## config.mk

```make
export PLATFORM = sky130hd
export DESIGN_NAME = cache_ctrl_fsm
export DESIGN_NICKNAME = d
export VERILOG_FILES = /design/src/rtl/cache_fsm_pkg.sv /design/src/rtl/line_xfer_seq.sv /design/src/rtl/cache_ctrl_fsm.sv
export SDC_FILE = /design/constraint.sdc
export NUM_CORES = 1
export LEC_CHECK = 0
export ABC_AREA = 1
export CAP_MARGIN = 15
export CORE_MARGIN = 8
export CORE_UTILIZATION = 49
export DETAILED_ROUTE_END_ITERATION = 8
export GPL_TIMING_DRIVEN = 0
export PLACE_DENSITY = 0.82
export SLEW_MARGIN = 10
export SYNTH_ARGS = -nofsm -noshare
export SYNTH_HDL_FRONTEND = slang
export SYNTH_SLANG_ARGS = --single-unit
```

## constraint.sdc

```tcl
create_clock -name clk -period 3.8 [get_ports clk]
set_clock_uncertainty 0.2 [all_clocks]
set_input_delay 0.76 -clock clk [delete_from_list [all_inputs] [get_ports clk]]
set_output_delay 0.76 -clock clk [all_outputs]
set_load 0.02 [all_outputs]
```

## src/rtl/cache_fsm_pkg.sv

```systemverilog
// Shared types and constants for the cache control FSM.
// Imported by line_xfer_seq and cache_ctrl_fsm.
package cache_fsm_pkg;

  localparam int OFFSET_W           = 4;
  localparam int WORDS_PER_LINE_DEF = 16;
  localparam int MEM_WAIT_DEF       = 2;

  localparam logic SEL_CPU   = 1'b0;
  localparam logic SEL_SDRAM = 1'b1;

  typedef enum logic [2:0] {
    IDLE   = 3'd0,
    HIT_WR = 3'd1,
    HIT_RD = 3'd2,
    WB     = 3'd3,
    FILL   = 3'd4
  } state_e;

  function automatic logic is_xfer(state_e s);
    return (s == WB) || (s == FILL);
  endfunction

endpackage

```

## src/rtl/line_xfer_seq.sv

```systemverilog
// Word/wait sequencer for a line transfer: strobe, MEM_WAIT idle
// cycles, then advance the word offset. Holds at zero while not started.
module line_xfer_seq
  import cache_fsm_pkg::*;
#(
  parameter int WORDS_PER_LINE = WORDS_PER_LINE_DEF,
  parameter int MEM_WAIT       = MEM_WAIT_DEF
) (
  input  logic                clk,
  input  logic                rst,
  input  logic                start,
  output logic                done,
  output logic                memstrb,
  output logic [OFFSET_W-1:0] offset,
  output logic                last_wait
);

  localparam int WAIT_W = $clog2(MEM_WAIT + 1);

  localparam logic [WAIT_W-1:0]   WAIT_LAST = WAIT_W'(MEM_WAIT);
  localparam logic [OFFSET_W-1:0] OFF_LAST  =
    OFFSET_W'(WORDS_PER_LINE - 1);

  logic [WAIT_W-1:0]   wait_q, wait_d;
  logic [OFFSET_W-1:0] off_q, off_d;

  assign memstrb   = start && (wait_q == '0);
  assign last_wait = start && (wait_q == WAIT_LAST);
  assign done      = last_wait && (off_q == OFF_LAST);
  assign offset    = off_q;

  always_comb begin
    wait_d = wait_q;
    off_d  = off_q;
    unique case (1'b1)
      !start: begin
        wait_d = '0;
        off_d  = '0;
      end
      last_wait: begin
        wait_d = '0;
        off_d  = done ? '0 : off_q + 1'b1;
      end
      default: wait_d = wait_q + 1'b1;
    endcase
  end

  always_ff @(posedge clk) begin
    if (!rst) begin
      wait_q <= '0;
      off_q  <= '0;
    end else begin
      wait_q <= wait_d;
      off_q  <= off_d;
    end
  end

endmodule

```

## src/rtl/cache_ctrl_fsm.sv

```systemverilog
// Control FSM for a direct-mapped write-back write-allocate cache.
// Define CACHE_FSM_ASSERT_EN to compile in the SVA protocol checks.
module cache_ctrl_fsm
  import cache_fsm_pkg::*;
#(
  parameter int WORDS_PER_LINE = WORDS_PER_LINE_DEF,
  parameter int MEM_WAIT       = MEM_WAIT_DEF
) (
  input  logic                clk,
  input  logic                rst,
  input  logic                hit,
  input  logic                wr_rd_cpu_q,
  input  logic                cs_sampled_dly,
  output logic                dirty,
  output logic                valid,
  output logic                mux_sel,
  output logic                demux_sel,
  output logic                rdy,
  output logic                wen_sram,
  output logic                wr_rd_sdram,
  output logic [OFFSET_W-1:0] addr_offset_counter,
  output logic                memstrb
);

  state_e state_q, state_d;
  logic   dirty_q, dirty_d;
  logic   valid_q, valid_d;
  logic   req_wr_q, req_wr_d;

  logic   xfer_start;
  logic   xfer_done;
  logic   xfer_last_wait;

  assign xfer_start = is_xfer(state_q);

  line_xfer_seq #(
    .WORDS_PER_LINE (WORDS_PER_LINE),
    .MEM_WAIT       (MEM_WAIT)
  ) u_xfer (
    .clk       (clk),
    .rst       (rst),
    .start     (xfer_start),
    .done      (xfer_done),
    .memstrb   (memstrb),
    .offset    (addr_offset_counter),
    .last_wait (xfer_last_wait)
  );

  always_comb begin
    state_d  = state_q;
    dirty_d  = dirty_q;
    valid_d  = valid_q;
    req_wr_d = req_wr_q;
    case (state_q)
      IDLE: begin
        if (cs_sampled_dly) begin
          req_wr_d = wr_rd_cpu_q;
          if (hit)
            state_d = wr_rd_cpu_q ? HIT_WR : HIT_RD;
          else
            state_d = (dirty_q && valid_q) ? WB : FILL;
        end
      end
      HIT_WR: begin
        dirty_d = 1'b1;
        state_d = IDLE;
      end
      HIT_RD: state_d = IDLE;
      WB: begin
        if (xfer_done) begin
          dirty_d = 1'b0;
          state_d = FILL;
        end
      end
      FILL: begin
        // Line now resident and clean; replay the original access
        if (xfer_done) begin
          valid_d = 1'b1;
          dirty_d = 1'b0;
          state_d = req_wr_q ? HIT_WR : HIT_RD;
        end
      end
      default: state_d = IDLE;
    endcase
  end

  always_ff @(posedge clk) begin
    if (!rst) begin
      state_q  <= IDLE;
      dirty_q  <= 1'b0;
      valid_q  <= 1'b0;
      req_wr_q <= 1'b0;
    end else begin
      state_q  <= state_d;
      dirty_q  <= dirty_d;
      valid_q  <= valid_d;
      req_wr_q <= req_wr_d;
    end
  end

  assign dirty = dirty_q;
  assign valid = valid_q;

  always_comb begin
    rdy         = 1'b0;
    wen_sram    = 1'b0;
    mux_sel     = SEL_CPU;
    demux_sel   = SEL_CPU;
    wr_rd_sdram = 1'b0;
    unique case (1'b1)
      state_q == IDLE:   rdy = 1'b1;
      state_q == HIT_WR: wen_sram = 1'b1;
      state_q == WB: begin
        wr_rd_sdram = 1'b1;
        demux_sel   = SEL_SDRAM;
      end
      state_q == FILL: begin
        mux_sel  = SEL_SDRAM;
        wen_sram = xfer_last_wait;
      end
      default: ;
    endcase
  end

`ifdef CACHE_FSM_ASSERT_EN
  a_legal_state: assert property (
    @(posedge clk) disable iff (!rst)
    state_q inside {IDLE, HIT_WR, HIT_RD, WB, FILL});

  a_strb_in_xfer: assert property (
    @(posedge clk) disable iff (!rst)
    memstrb |-> is_xfer(state_q));

  a_strb_gap: assert property (
    @(posedge clk) disable iff (!rst)
    memstrb |=> !memstrb);

  a_wen_dir: assert property (
    @(posedge clk) disable iff (!rst)
    !(wen_sram && wr_rd_sdram));

  a_rdy_idle: assert property (
    @(posedge clk) disable iff (!rst)
    rdy == (state_q == IDLE));
`endif

endmodule

```

Yosys cells after proc, flatten, opt, wreduce, memory -nomap -nowiden --
Cells that the tools add are included.
Cells by class: muxes and demuxes 16, bitwise operators 1, reductions and logical operators 16, equality and inequality tests 9, $add $sub $neg 2
Operator list (number):
- 3-bit 2-to-1 mux | 5
- 3-bit case mux with 3 select lines | 1
- 4-bit case mux with 2 select lines | 1
- 2-bit by 1-bit != test with 1-bit output, second input constant | 3
- 2-bit AND reduction | 3
- 4-bit by 1-bit adder with 4-bit output, second input constant | 1
- 4-bit == test, second input constant | 1
- 1-bit logical AND | 4
- 1-bit 2-to-1 mux | 4
- 2-bit 2-to-1 mux | 2
- 4-bit 2-to-1 mux | 1
- 1-bit case mux with 2 select lines | 2
- 2-bit nonzero test | 2
- 3-bit by 1-bit == test with 1-bit output, second input constant | 1
- 3-bit by 2-bit == test with 1-bit output, second input constant | 1
- 3-bit == test, second input constant | 1
- 3-bit logical NOT | 1
- 3-bit AND reduction | 1
- 3-bit OR reduction | 1
- 2-bit by 1-bit adder with 2-bit output, second input constant | 1
- 2-bit == test, second input constant | 1
- 2-bit logical NOT | 1
- 2-bit != test, second input constant | 1
- 2-bit OR reduction | 1
- 3 further kinds | 3
Word-level totals: register bits after elaboration 12, input bits 5, word-level logic and storage cells 50, output and inout port bits 12

Logic depth before layout (Yosys ltp) --
word-level depth 6, mapped depth 8

Modules after synthesis --
Synthesis repeated with hierarchy kept, for this count alone.
Unflattened totals: cells, all modules 98, area total of the unflattened synthesis 666.9 um^2
Modules (own cells, without submodules):
- cache_ctrl_fsm | area an instance 340.3 um^2, times used 1, seq. area each 120.1 um^2, cells an instance 54
- line_xfer_seq | area an instance 326.6 um^2, times used 1, seq. area each 120.1 um^2, cells an instance 44

Least setup slack after synthesis --
Ideal clock, no wire load.
kind flip-flop to output port, start reg u_xfer.wait_q[0], end out wen_sram, path slack 1675 ps, arrival time 1165 ps, path buffers 0, cell stages (with the launch flop) 5, path through dfxtp_1 -> inv_1 -> ha_1 -> inv_1 -> o21ai_0
On the way: longest elaborated chain between the ends 3
Ends and longest elaborated chain:
- from (decl) | RTL line line_xfer_seq.sv:24 | logic [WAIT_W-1:0] wait_q, wait_d;
- from (signal assigned) | RTL line line_xfer_seq.sv:53 | wait_q <= wait_d;
- 2-bit == test | RTL line line_xfer_seq.sv:28 | assign last_wait = start && (wait_q == WAIT_LAST);
- 1-bit logical AND | RTL line line_xfer_seq.sv:28
- 1-bit case mux with 2 select lines | RTL line cache_ctrl_fsm.sv:110 | unique case (1'b1)
- to (decl) | RTL line cache_ctrl_fsm.sv:19 | output logic wen_sram,
Every way passes these cells.

Worst setup path after layout --
Same ends and word-level chain as after synthesis.

==> results.toml <==
[clock_tree]
cts_made_buffers = 3
postCtsSetupBuffers = 0
cts_root_buf = "clkbuf_4"
path_clk_slew_ps = 70
clock_latency_ps = 270
clock-sinks = 12
cts_tree = "yes"
cts.repair.resized = 0
hold_buffers = 0
htree_levels = 1
clk_path_buf_depth = 2

[critical_path]
slowest_stage = "clkdlybuf4s50_1"
arrival_ps = 1850
critical_path_class = "register to output pin"
cp-start-kind = "register"
cp_cell_sequence = "inv_1, ha_1, inv_1, o21ai_0, clkdlybuf4s50_1"
critPathBufInv = 3
crit_path_frequent_cell = "inv_1"
cp-end-kind = "output pin"
crit_required_ps = 2840
cp_slowest_stage_delay_ps = 640
worst-path-max-fanout = 4
path_delay_family = "buffers and inverters"

[detailed_routing]
routedWlPerCell_um = 10.67
drc = 0
vias_per_cell = 4.954
drt_pass1_iterations = 4
drt-initial-drc-count = 3
antenna_left = 0
drt-total-wl_mm = 1.398
num_vias = 649

[floorplanning]
die_h_um = 52.82
std_cell_rows = 13
initial_core_util = 0.5170
coreArea_sq_um = 1285
ios = 17
fp.dieArea_sq_um = 2790
die_x_um = 52.82

[synth]
netlist_area_sq_um = 664.4
yosysTopAreaCell = "dfxtp_1"
ys_seq_area_frac = 0.3616
yosys-top-cells-area = "dfxtp_1, nor2_1, nand2_1, inv_1, nand3_1"
syn_nets = 106
yosysWarnings = 0
postSynthCellCount = 98
synth_mux_area_frac = 0
yosys.cell_types.count = 21
synth_top_family_by_area = "simple AND/OR/NAND/NOR gates"
syn_avg_cell_area_sq_um = 6.779
synth_top_area_share = 0.3616
synth_fa_ha_area_frac = 0.05650
synth-seq-cells = 12
synth_xor_area_frac = 0.01318
synth_simple_gate_area_frac = 0.3522
synth_compound_gate_area_share = 0.1073

[layout]
drive_gt1_frac = 0.1552
mostFrequentLayoutCell = "nor2_1"
final_cell_mix = "nor2_1, nand2_1, clkdlybuf4s50_1"
ff_latch_area_sq_um = 240.2
syn_to_final_growth_pct = 28.81
diodes = 0
n_fill_cell = 119
multi_input_area_sq_um = 351.6
fin_nets = 126

[place]
io_buffers = 15
gp_congestion = 0.7842
hpwl_mm = 1.096

[timing]
finalSetupViolCount = 0
post-route-period-util = 0.7389
maxSlewHeadroom = 0.8439
clock.fmax_mhz = 356.2
worst_pin_slew_ps = 234.1
fin_crit_ps = 2808
rsz0062_at_grt = "no"
finalHoldViolCount = 0
slew_viol_final = 0
setup_tns_ps = 0

[grt]
grt_overflow = 0
grt_pass1_wl_mm = 2.263
grt_max_degree = 9
antenna_found_initial = 0
grt_pass1_vias = 594
grt_usage = 0.1046

[pwr]
total_power_mw = 0.5262
irDropWorstVdd_mv = 0.3666
power.leakage_nw = 0.3913
powerDensity_nw_per_um2 = 614.9

[hold_path]
hp-class = "register to register"

[outcome]
run_status = "complete, no violations"

[flow_run]
maxCapViolCount = 0
==> worst paths after layout <==
| check | from | end | slack (ps) | depth (start not counted) |
|---|---|---|---|---|
| max reg2reg | u_xfer.offset[0] | state_q[2] | 2210 | 6 |
| max | u_xfer.wait_q[0] | wen_sram | 990 | 5 |
| min | u_xfer.wait_q[0] | u_xfer.wait_q[0] | 210 | 1 |
| min reg2reg | u_xfer.wait_q[0] | u_xfer.wait_q[0] | 210 | 1 |
==> flip-flops by register name, indices dropped and copies added, names as in the netlist <==
register / cells
req_wr_q: 1
dirty: 1
state_q: 3
u_xfer.offset: 4
valid: 1
u_xfer.wait_q: 2
==> power breakdown <==
| group | total (mW) | switching, mW | internal, mW |
|---|---|---|---|
| Sequential | 0.170 | 0.0207 | 0.150 |
| Combinational | 0.280 | 0.163 | 0.117 |
| Clock | 0.0756 | 0.0389 | 0.0367 |
==> final cells by class <==
type,count,share of cell area
sequential,12,0.2807
tap,15,0.02193
inverter,16,0.07018
clock buffer,3,0.02632
timing repair buffer,15,0.1754
multi-input combinational,68,0.4108
buffer,2,0.01462
==> synth_stat cells <==
cell type  count
a31o_2         1
clkbuf_2       1
nor2_2         2
buf_4          1
nand2_1       16
nand3_1        8
inv_2          2
nand4_1        1
dfxtp_1       12
nand3b_1       1
o21ai_1        1
nand2_2        5
o21ai_2        1
a21oi_2        1
nor2_1        18
inv_1         14
ha_1           3
xor2_1         1
o21ai_0        3
a21oi_1        5
or2_4          1
==> routing by layer <==
metal	wire, um	track usage
met1	609	0.1058
met2	630	0.1738
met3	126	0.04261
met4	31	0.06466
met5	0	0
==> worst reg2reg max path, delay by kind of cell, from the launching register on <==
kind	cells	cell delay, ps
flops	1	420
compound gates	1	270
fa+ha+maj	1	200
simple gates	4	400
==> metrics by stage <==
stage / utilization / cell area [sq um] / std cells / setup slack (ps) / hold WS [ps]
3_5_place_dp: 0.6485 / 833.3 / 128 / 1301 / 204.5
2_1_floorplan: - / 664.4 / 98 / 1675 / 189.1
3_3_place_gp: 0.6485 / 833.3 / 128 / 1305 / 199.8
6_report: 0.6660 / 855.8 / 131 / 992.4 / 211.5
5_1_grt: 0.6660 / 855.8 / 131 / 955.2 / 224.9
4_1_cts: 0.6660 / 855.8 / 131 / 1005 / 214.4
==> logic make-up (layout without fill, tap and decap cells) <==
group	count (synthesis)	in the layout
XOR/XNOR	1	1
AO/OA/AOI/OAI	12	12
AND/OR/NAND/NOR	52	52
adder cells (fa/ha/maj)	3	3
buffers and inverters	18	36
flip-flops	12	12
Power figures use the tool's default switching activity.
